**src/rtl/axi_xbar_pkg.sv**
```systemverilog
// Shared definitions for the AXI address-channel crossbar: default widths,
// FSM state encoding and the default slave address map.
package axi_xbar_pkg;

  localparam int NUM_M_DEF     = 3;
  localparam int NUM_S_DEF     = 6;
  localparam int ID_BITS_DEF   = 4;
  localparam int IDS_BITS_DEF  = 8;
  localparam int ADDR_BITS_DEF = 32;
  localparam int LEN_BITS_DEF  = 4;
  localparam int SIZE_BITS_DEF = 3;

  typedef enum logic [1:0] {
    ST_IDLE = 2'd0,
    ST_FWD  = 2'd1,
    ST_ERR  = 2'd2
  } ar_state_e;

  // Slave index order: 0 ROM, 1 IM, 2 DM, 3 DMA, 4 WDT, 5 DRAM (index 0 rightmost).
  localparam logic [5:0][31:0] S_BASE_DEF = {
    32'h2000_0000,  // DRAM 0x2000_0000..0x201F_FFFF
    32'h1001_0000,  // WDT
    32'h1002_0000,  // DMA
    32'h0002_0000,  // DM
    32'h0001_0000,  // IM
    32'h0000_0000   // ROM
  };

  localparam logic [5:0][31:0] S_MASK_DEF = {
    32'hFFE0_0000,  // 2 MiB window
    32'hFFFF_0000,
    32'hFFFF_0000,
    32'hFFFF_0000,
    32'hFFFF_0000,
    32'hFFFF_0000   // 64 KiB windows
  };

  // Width of a master index; at least one bit so a single master still has a pointer.
  function automatic int ptr_bits(input int n);
    return (n > 1) ? $clog2(n) : 1;
  endfunction

endpackage

```
**src/rtl/axi_ar_xbar_rr_arbiter.sv**
```systemverilog
// Combinational round-robin arbiter: first requester at or above ptr, with wrap.
// Shared with the write-address path.
module rr_arbiter
  import axi_xbar_pkg::*;
#(
  parameter int NUM_M = 3,
  parameter int PTR_W = ptr_bits(NUM_M)
) (
  input  logic [NUM_M-1:0] req,
  input  logic [PTR_W-1:0] ptr,
  output logic [NUM_M-1:0] grant,
  output logic [PTR_W-1:0] grant_idx
);

  // Scan NUM_M candidates starting at ptr; the first asserted request wins.
  always_comb begin
    logic             found;
    logic [PTR_W-1:0] idx;
    grant     = '0;
    grant_idx = '0;
    found     = 1'b0;
    idx       = '0;
    for (int k = 0; k < NUM_M; k++) begin
      idx = PTR_W'((int'(ptr) + k) % NUM_M);
      if (!found && req[idx]) begin
        found      = 1'b1;
        grant[idx] = 1'b1;
        grant_idx  = idx;
      end
    end
  end

endmodule

```
**src/rtl/axi_ar_xbar_rr.sv**
```systemverilog
// Read-address crossbar stage: round-robin picks one master, the request is
// registered, decoded against the address map and presented to exactly one
// slave, or to the decode-error responder when no slave claims it.
module axi_ar_xbar_rr
  import axi_xbar_pkg::*;
#(
  parameter int NUM_M     = NUM_M_DEF,
  parameter int NUM_S     = NUM_S_DEF,
  parameter int ID_BITS   = ID_BITS_DEF,
  parameter int IDS_BITS  = IDS_BITS_DEF,
  parameter int ADDR_BITS = ADDR_BITS_DEF,
  parameter int LEN_BITS  = LEN_BITS_DEF,
  parameter int SIZE_BITS = SIZE_BITS_DEF,
  parameter logic [NUM_S-1:0][ADDR_BITS-1:0] S_BASE = S_BASE_DEF,
  parameter logic [NUM_S-1:0][ADDR_BITS-1:0] S_MASK = S_MASK_DEF
) (
  input  logic                       clk,
  input  logic                       rst,
  input  logic [NUM_M*ID_BITS-1:0]   arid_m,
  input  logic [NUM_M*ADDR_BITS-1:0] araddr_m,
  input  logic [NUM_M*LEN_BITS-1:0]  arlen_m,
  input  logic [NUM_M*SIZE_BITS-1:0] arsize_m,
  input  logic [NUM_M*2-1:0]         arburst_m,
  input  logic [NUM_M-1:0]           arvalid_m,
  output logic [NUM_M-1:0]           arready_m,
  output logic [IDS_BITS-1:0]        arid_s,
  output logic [ADDR_BITS-1:0]       araddr_s,
  output logic [LEN_BITS-1:0]        arlen_s,
  output logic [SIZE_BITS-1:0]       arsize_s,
  output logic [1:0]                 arburst_s,
  output logic [NUM_S-1:0]           arvalid_s,
  input  logic [NUM_S-1:0]           arready_s,
  output logic                       decerr_valid,
  output logic [IDS_BITS-1:0]        decerr_id,
  output logic [LEN_BITS-1:0]        decerr_len,
  input  logic                       decerr_ready
);

  localparam int TAG_BITS = IDS_BITS - ID_BITS;
  localparam int PTR_W    = ptr_bits(NUM_M);

  ar_state_e                state_reg, state_next;
  logic [PTR_W-1:0]         rr_ptr_reg;
  logic                     active_reg;
  logic [NUM_S-1:0]         sel_reg;
  logic [IDS_BITS-1:0]      id_reg;
  logic [ADDR_BITS-1:0]     addr_reg;
  logic [LEN_BITS-1:0]      len_reg;
  logic [SIZE_BITS-1:0]     size_reg;
  logic [1:0]               burst_reg;

  logic [ID_BITS-1:0]       id_arr    [NUM_M];
  logic [ADDR_BITS-1:0]     addr_arr  [NUM_M];
  logic [LEN_BITS-1:0]      len_arr   [NUM_M];
  logic [SIZE_BITS-1:0]     size_arr  [NUM_M];
  logic [1:0]               burst_arr [NUM_M];

  logic [NUM_M-1:0]         grant_oh;
  logic [PTR_W-1:0]         grant_idx;
  logic                     accept;
  logic [ADDR_BITS-1:0]     grant_addr;
  logic [NUM_S-1:0]         hit_raw;
  logic [NUM_S-1:0]         hit_oh;
  logic [TAG_BITS-1:0]      tag_oh;

  generate
    for (genvar gi = 0; gi < NUM_M; gi++) begin : g_unpack
      assign id_arr[gi]    = arid_m[gi*ID_BITS +: ID_BITS];
      assign addr_arr[gi]  = araddr_m[gi*ADDR_BITS +: ADDR_BITS];
      assign len_arr[gi]   = arlen_m[gi*LEN_BITS +: LEN_BITS];
      assign size_arr[gi]  = arsize_m[gi*SIZE_BITS +: SIZE_BITS];
      assign burst_arr[gi] = arburst_m[gi*2 +: 2];
    end
  endgenerate

  rr_arbiter #(
    .NUM_M (NUM_M),
    .PTR_W (PTR_W)
  ) u_arb (
    .req       (arvalid_m),
    .ptr       (rr_ptr_reg),
    .grant     (grant_oh),
    .grant_idx (grant_idx)
  );

  // Grants are only offered from IDLE, and not in the first cycle out of reset.
  assign accept     = (state_reg == ST_IDLE) && active_reg && (|arvalid_m);
  assign arready_m  = accept ? grant_oh : '0;
  assign grant_addr = addr_arr[grant_idx];
  assign tag_oh     = TAG_BITS'(1) << grant_idx;

  generate
    for (genvar gi = 0; gi < NUM_S; gi++) begin : g_decode
      assign hit_raw[gi] = (grant_addr & S_MASK[gi]) == S_BASE[gi];
    end
  endgenerate

  // Isolate the lowest set bit so overlapping windows resolve to the lowest slave.
  assign hit_oh = hit_raw & (~hit_raw + NUM_S'(1));

  // Next-state logic for the single in-flight request.
  always_comb begin
    state_next = state_reg;
    case (state_reg)
      ST_IDLE: if (accept) state_next = (|hit_raw) ? ST_FWD : ST_ERR;
      ST_FWD:  if (|(sel_reg & arready_s)) state_next = ST_IDLE;
      ST_ERR:  if (decerr_ready) state_next = ST_IDLE;
      default: state_next = ST_IDLE;
    endcase
  end

  // State, round-robin pointer and post-reset enable.
  always_ff @(posedge clk or negedge rst) begin
    if (!rst) begin
      state_reg  <= ST_IDLE;
      rr_ptr_reg <= '0;
      active_reg <= 1'b0;
    end else begin
      state_reg  <= state_next;
      active_reg <= 1'b1;
      if (accept) rr_ptr_reg <= PTR_W'((int'(grant_idx) + 1) % NUM_M);
    end
  end

  // Capture the granted request; held unchanged until the next grant.
  always_ff @(posedge clk or negedge rst) begin
    if (!rst) begin
      sel_reg   <= '0;
      id_reg    <= '0;
      addr_reg  <= '0;
      len_reg   <= '0;
      size_reg  <= '0;
      burst_reg <= '0;
    end else if (accept) begin
      sel_reg   <= hit_oh;
      id_reg    <= {tag_oh, id_arr[grant_idx]};
      addr_reg  <= grant_addr;
      len_reg   <= len_arr[grant_idx];
      size_reg  <= size_arr[grant_idx];
      burst_reg <= burst_arr[grant_idx];
    end
  end

  assign arid_s       = id_reg;
  assign araddr_s     = addr_reg;
  assign arlen_s      = len_reg;
  assign arsize_s     = size_reg;
  assign arburst_s    = burst_reg;
  assign arvalid_s    = (state_reg == ST_FWD) ? sel_reg : '0;
  assign decerr_valid = (state_reg == ST_ERR);
  assign decerr_id    = id_reg;
  assign decerr_len   = len_reg;

endmodule

```
**config.mk**
```make
export PLATFORM = sky130hd
export DESIGN_NAME = axi_ar_xbar_rr
export DESIGN_NICKNAME = d
export VERILOG_FILES = /design/src/rtl/axi_xbar_pkg.sv /design/src/rtl/axi_ar_xbar_rr_arbiter.sv /design/src/rtl/axi_ar_xbar_rr.sv
export SDC_FILE = /design/constraint.sdc
export NUM_CORES = 1
export LEC_CHECK = 0
export ABC_AREA = 1
export CAP_MARGIN = 20
export CORE_ASPECT_RATIO = 1.75
export CORE_UTILIZATION = 36
export CTS_CLUSTER_DIAMETER = 100
export DETAILED_ROUTE_END_ITERATION = 10
export GPL_TIMING_DRIVEN = 1
export PLACE_DENSITY = 0.81
export SYNTH_ARGS = -nofsm -noshare
export SYNTH_HDL_FRONTEND = slang
export SYNTH_SLANG_ARGS = --single-unit
```
**constraint.sdc**
```tcl
create_clock -name clk -period 2.33 [get_ports clk]
set_input_delay 0.233 -clock clk [delete_from_list [all_inputs] [get_ports clk]]
set_output_delay 0.233 -clock clk [all_outputs]
set_load 0.1 [all_outputs]
```
==> results_dict.tcl <==
set metrics [dict create \
    grt_pass1_vias 4873 \
    gp_congestion 0.962 \
    yosys.area_share.simple 0.323 \
    r2r_start "rr_ptr_reg[0]$_DFFE_PN0P_" \
    finalSetupViolations 41 \
    critPathSlowestCell "dfrtp_2" \
    start_util 0.369 \
    ff2ff_path_depth 19 \
    startpoint_type "flop" \
    synth_top_family_by_area "simple AND/OR/NAND/NOR gates" \
    clkSinkCount 59 \
    critPathRequiredTime_ns 2.54 \
    largest_reg_flops 32 \
    p_leak_nw 3.51 \
    skew_ns 0.00751 \
    status "finished, violations left" \
    die-area_um2 11300 \
    detail_route.vias_per_cell 5.20 \
    placementRows 50 \
    grt_use_total 0.272 \
    syn_area_um2 3920 \
    ctsRootBufferMaster "clkbuf_16" \
    max_freq_mhz 368 \
    drtAntennaViolNets 0 \
    muxShareOfSynthArea 0 \
    path_buf_inv 2 \
    antenna_cells 0 \
    clock_latency_ns 0.32 \
    slew_viol_final 0 \
    io_pins 218 \
    yosysWarnings 0 \
    drt-total-wl_mm 16.3 \
    crit_fanout 7 \
    final_nets 997 \
    drv_cap 0 \
    synthAdderAreaFrac 0.0191 \
    grt_max_degree 60 \
    irDropWorstVdd_mv 0.417 \
    hold_class "input pin to asynchronous set/reset pin" \
    initialDrtViolationCount 249 \
    powerDensity_nw_per_um2 402 \
    drive_gt1_frac 0.329 \
    crit_path_frequent_cell "nand2_1" \
    yosysUniqueCellTypes 29 \
    drc 0 \
    syn_inst 578 \
    dpl.hpwl_mm 11.6 \
    worstPathCellList "ha_2, o21ai_4, buf_4, nand3_1, nand2_4, nand2_8, nand2_8, buf_4, nand2_1, nand3_1, nand2_1, nor2_2, nand2_2, nor2_2, nand2_2, nand2_1, nor2_1, nand3_1, nand2_1" \
    finalHoldWorstSlack_ns 0.454 \
    postSynthNetCount 731 \
    grt_pass1_wl_mm 23.5 \
    end_kind "flop" \
    cts.clk_slew.worst_paths_ns 0.05 \
    area_growth_pct 88.6 \
    overflow 0 \
    worst_slack_ns -0.387 \
    slowest_delay_ns 0.44 \
    post-route-period-util 1.17 \
    multi_input_area_um2 2470 \
    antenna_found_initial 0 \
    numCtsBuffers 9 \
    cts_tree "yes" \
    num_vias 5084 \
    ys_ff_latch 59 \
    r2r_setup_slack_ns -0.39 \
    failed_checks "setup timing" \
    dieHeight_um 140 \
    port_buffers 217 \
    avgSynthCellArea_um2 6.79 \
    yosysSeqAreaShare 0.376 \
    htree_levels 3 \
    seqCellArea_um2 1480 \
    cpLargestDelayFamily "simple AND/OR/NAND/NOR gates" \
    worstPathArrival_ns 2.93 \
    die_x_um 80.9 \
    timing.setup.tns_ns -9.37 \
    rsz0062_at_grt "yes" \
    clk_path_buf_depth 2 \
    worstSetupPathType "flop to flop" \
    wl_per_cell_um 16.6 \
    synthXorXnorAreaFrac 0 \
    nFillCells 826 \
    synth_compound_area_frac 0.166 \
    finalCriticalPeriod_ns 2.72 \
    core-area_um2 10600 \
    dr.pass1.iters 7 \
    r2r_end "state_reg[1]$_DFFE_PN0P_" \
    hold_violations 0 \
]
-- placed cells by master (no fill, tap or decap), types with 12 or more instances in the layout --
cell type and n:
a21oi_1 60, a31oi_1 12, buf_4 130, clkdlybuf4s50_1 145, dfrtp_1 58, inv_1 36
nand2_1 84, nand2_2 21, nand3_1 22, nand3_2 13, nor2_1 87, nor2_2 24
nor2_4 14, o21ai_0 12, o21ai_1 31
-- layer usage --
metal,vias to the layer above,part of all wire,GRT usage
li1,2396,-,-
met1,2414,0.35,0.279
met2,218,0.54,0.508
met3,56,0.057,0.0397
met4,0,0.051,0.143
met5,-,0,0
-- kinds of logic (layout without fill, tap and decap cells) --
kind of cell               count (synthesis)  in the layout
buffers and inverters                     95            364
and+or+nand+nor                          292            293
other                                      1              1
AOI/OAI and AO/OA                        125            125
adders and majority gates                  6              6
DFF                                       59             59
-- final cells by class --
cell class	instances	share of cell area
well taps	130	0.0220
clock inverters	3	0.00203
multi-input cells	425	0.334
repair buffers	298	0.380
clock buffers	12	0.0333
flip-flops and latches	59	0.200
inverters	51	0.0284
-- synth_stat cells --
master    instances  share of area
buf_4            15          0.029
nor2_1          121           0.12
buf_1             3         0.0029
o22ai_1           1         0.0016
ha_1              6          0.019
a31oi_1          15          0.024
buf_2             8          0.010
o21ai_2           1         0.0022
o21ai_0          45          0.057
nand3_4           1         0.0045
clkbuf_1         15          0.014
nor3_1            1         0.0013
nand4_4           1         0.0054
nand2_1         106           0.10
buf_6             3         0.0086
o31ai_1           1         0.0019
nand2_4           3         0.0086
nand2_2           5         0.0080
dfrtp_1          59           0.38
a21oi_1          62          0.079
inv_1            45          0.043
conb_1            1        0.00096
nand4_1           1         0.0016
nand3_1          37          0.047
nor3b_1           1         0.0019
nand3b_1         11          0.021
inv_4             1         0.0016
inv_2             5         0.0048
nor2_2            4         0.0064
-- per-stage QoR --
stage | worst slack [ns] | cells | cell area (um^2) | total power [mW] | utilization
after floorplan | 0.00634 | 578 | 3970 | 1.25 | -
after global placement | -0.364 | 942 | 6430 | 1.64 | 0.604
after detailed placement | -0.495 | 942 | 6430 | 1.65 | 0.604
after CTS | -0.194 | 963 | 6900 | 2.89 | 0.649
after global routing | -0.541 | 978 | 7400 | 3.11 | 0.696
final | -0.387 | 978 | 7400 | 2.97 | 0.696
-- repair_timing --
item	4_1_cts	5_1_grt
setup buffers	4	12
pin swaps	13	40
gates resized for setup	46	119
endpoints found under the setup margin	42	45
endpoints found under the hold margin	59	0
hold buffers	1	0
cloned	1	3
-- tightest hold or removal path, delay by kind of cell --
kind	cells	cell delay (ns)
buf+inv	3	0.94
-- report_power, final --
part | switching [mW] | internal [mW] | leakage (nW)
clock | 0.448 | 0.736 | 0.132
sequential | 0.000177 | 1.03 | 0.810
combinational | 0.331 | 0.428 | 2.57
-- worst max path at each step --
| stage | startpoint | end | cells after the start |
|---|---|---|---|
| 3_3_place_gp | arvalid_m[2] | state_reg[1]$_DFFE_PN0P_ | 19 |
| 2_1_floorplan | rr_ptr_reg[1]$_DFFE_PN0P_ | state_reg[1]$_DFFE_PN0P_ | 22 |
| 5_1_grt | rr_ptr_reg[0]$_DFFE_PN0P_ | state_reg[1]$_DFFE_PN0P_ | 19 |
| 4_1_cts | rr_ptr_reg[0]$_DFFE_PN0P_ | state_reg[1]$_DFFE_PN0P_ | 19 |
| 3_5_place_dp | arvalid_m[2] | state_reg[1]$_DFFE_PN0P_ | 19 |
| 6_report | rr_ptr_reg[0]$_DFFE_PN0P_ | state_reg[1]$_DFFE_PN0P_ | 19 |
Note: power is estimated with default switching activity, not from simulation.
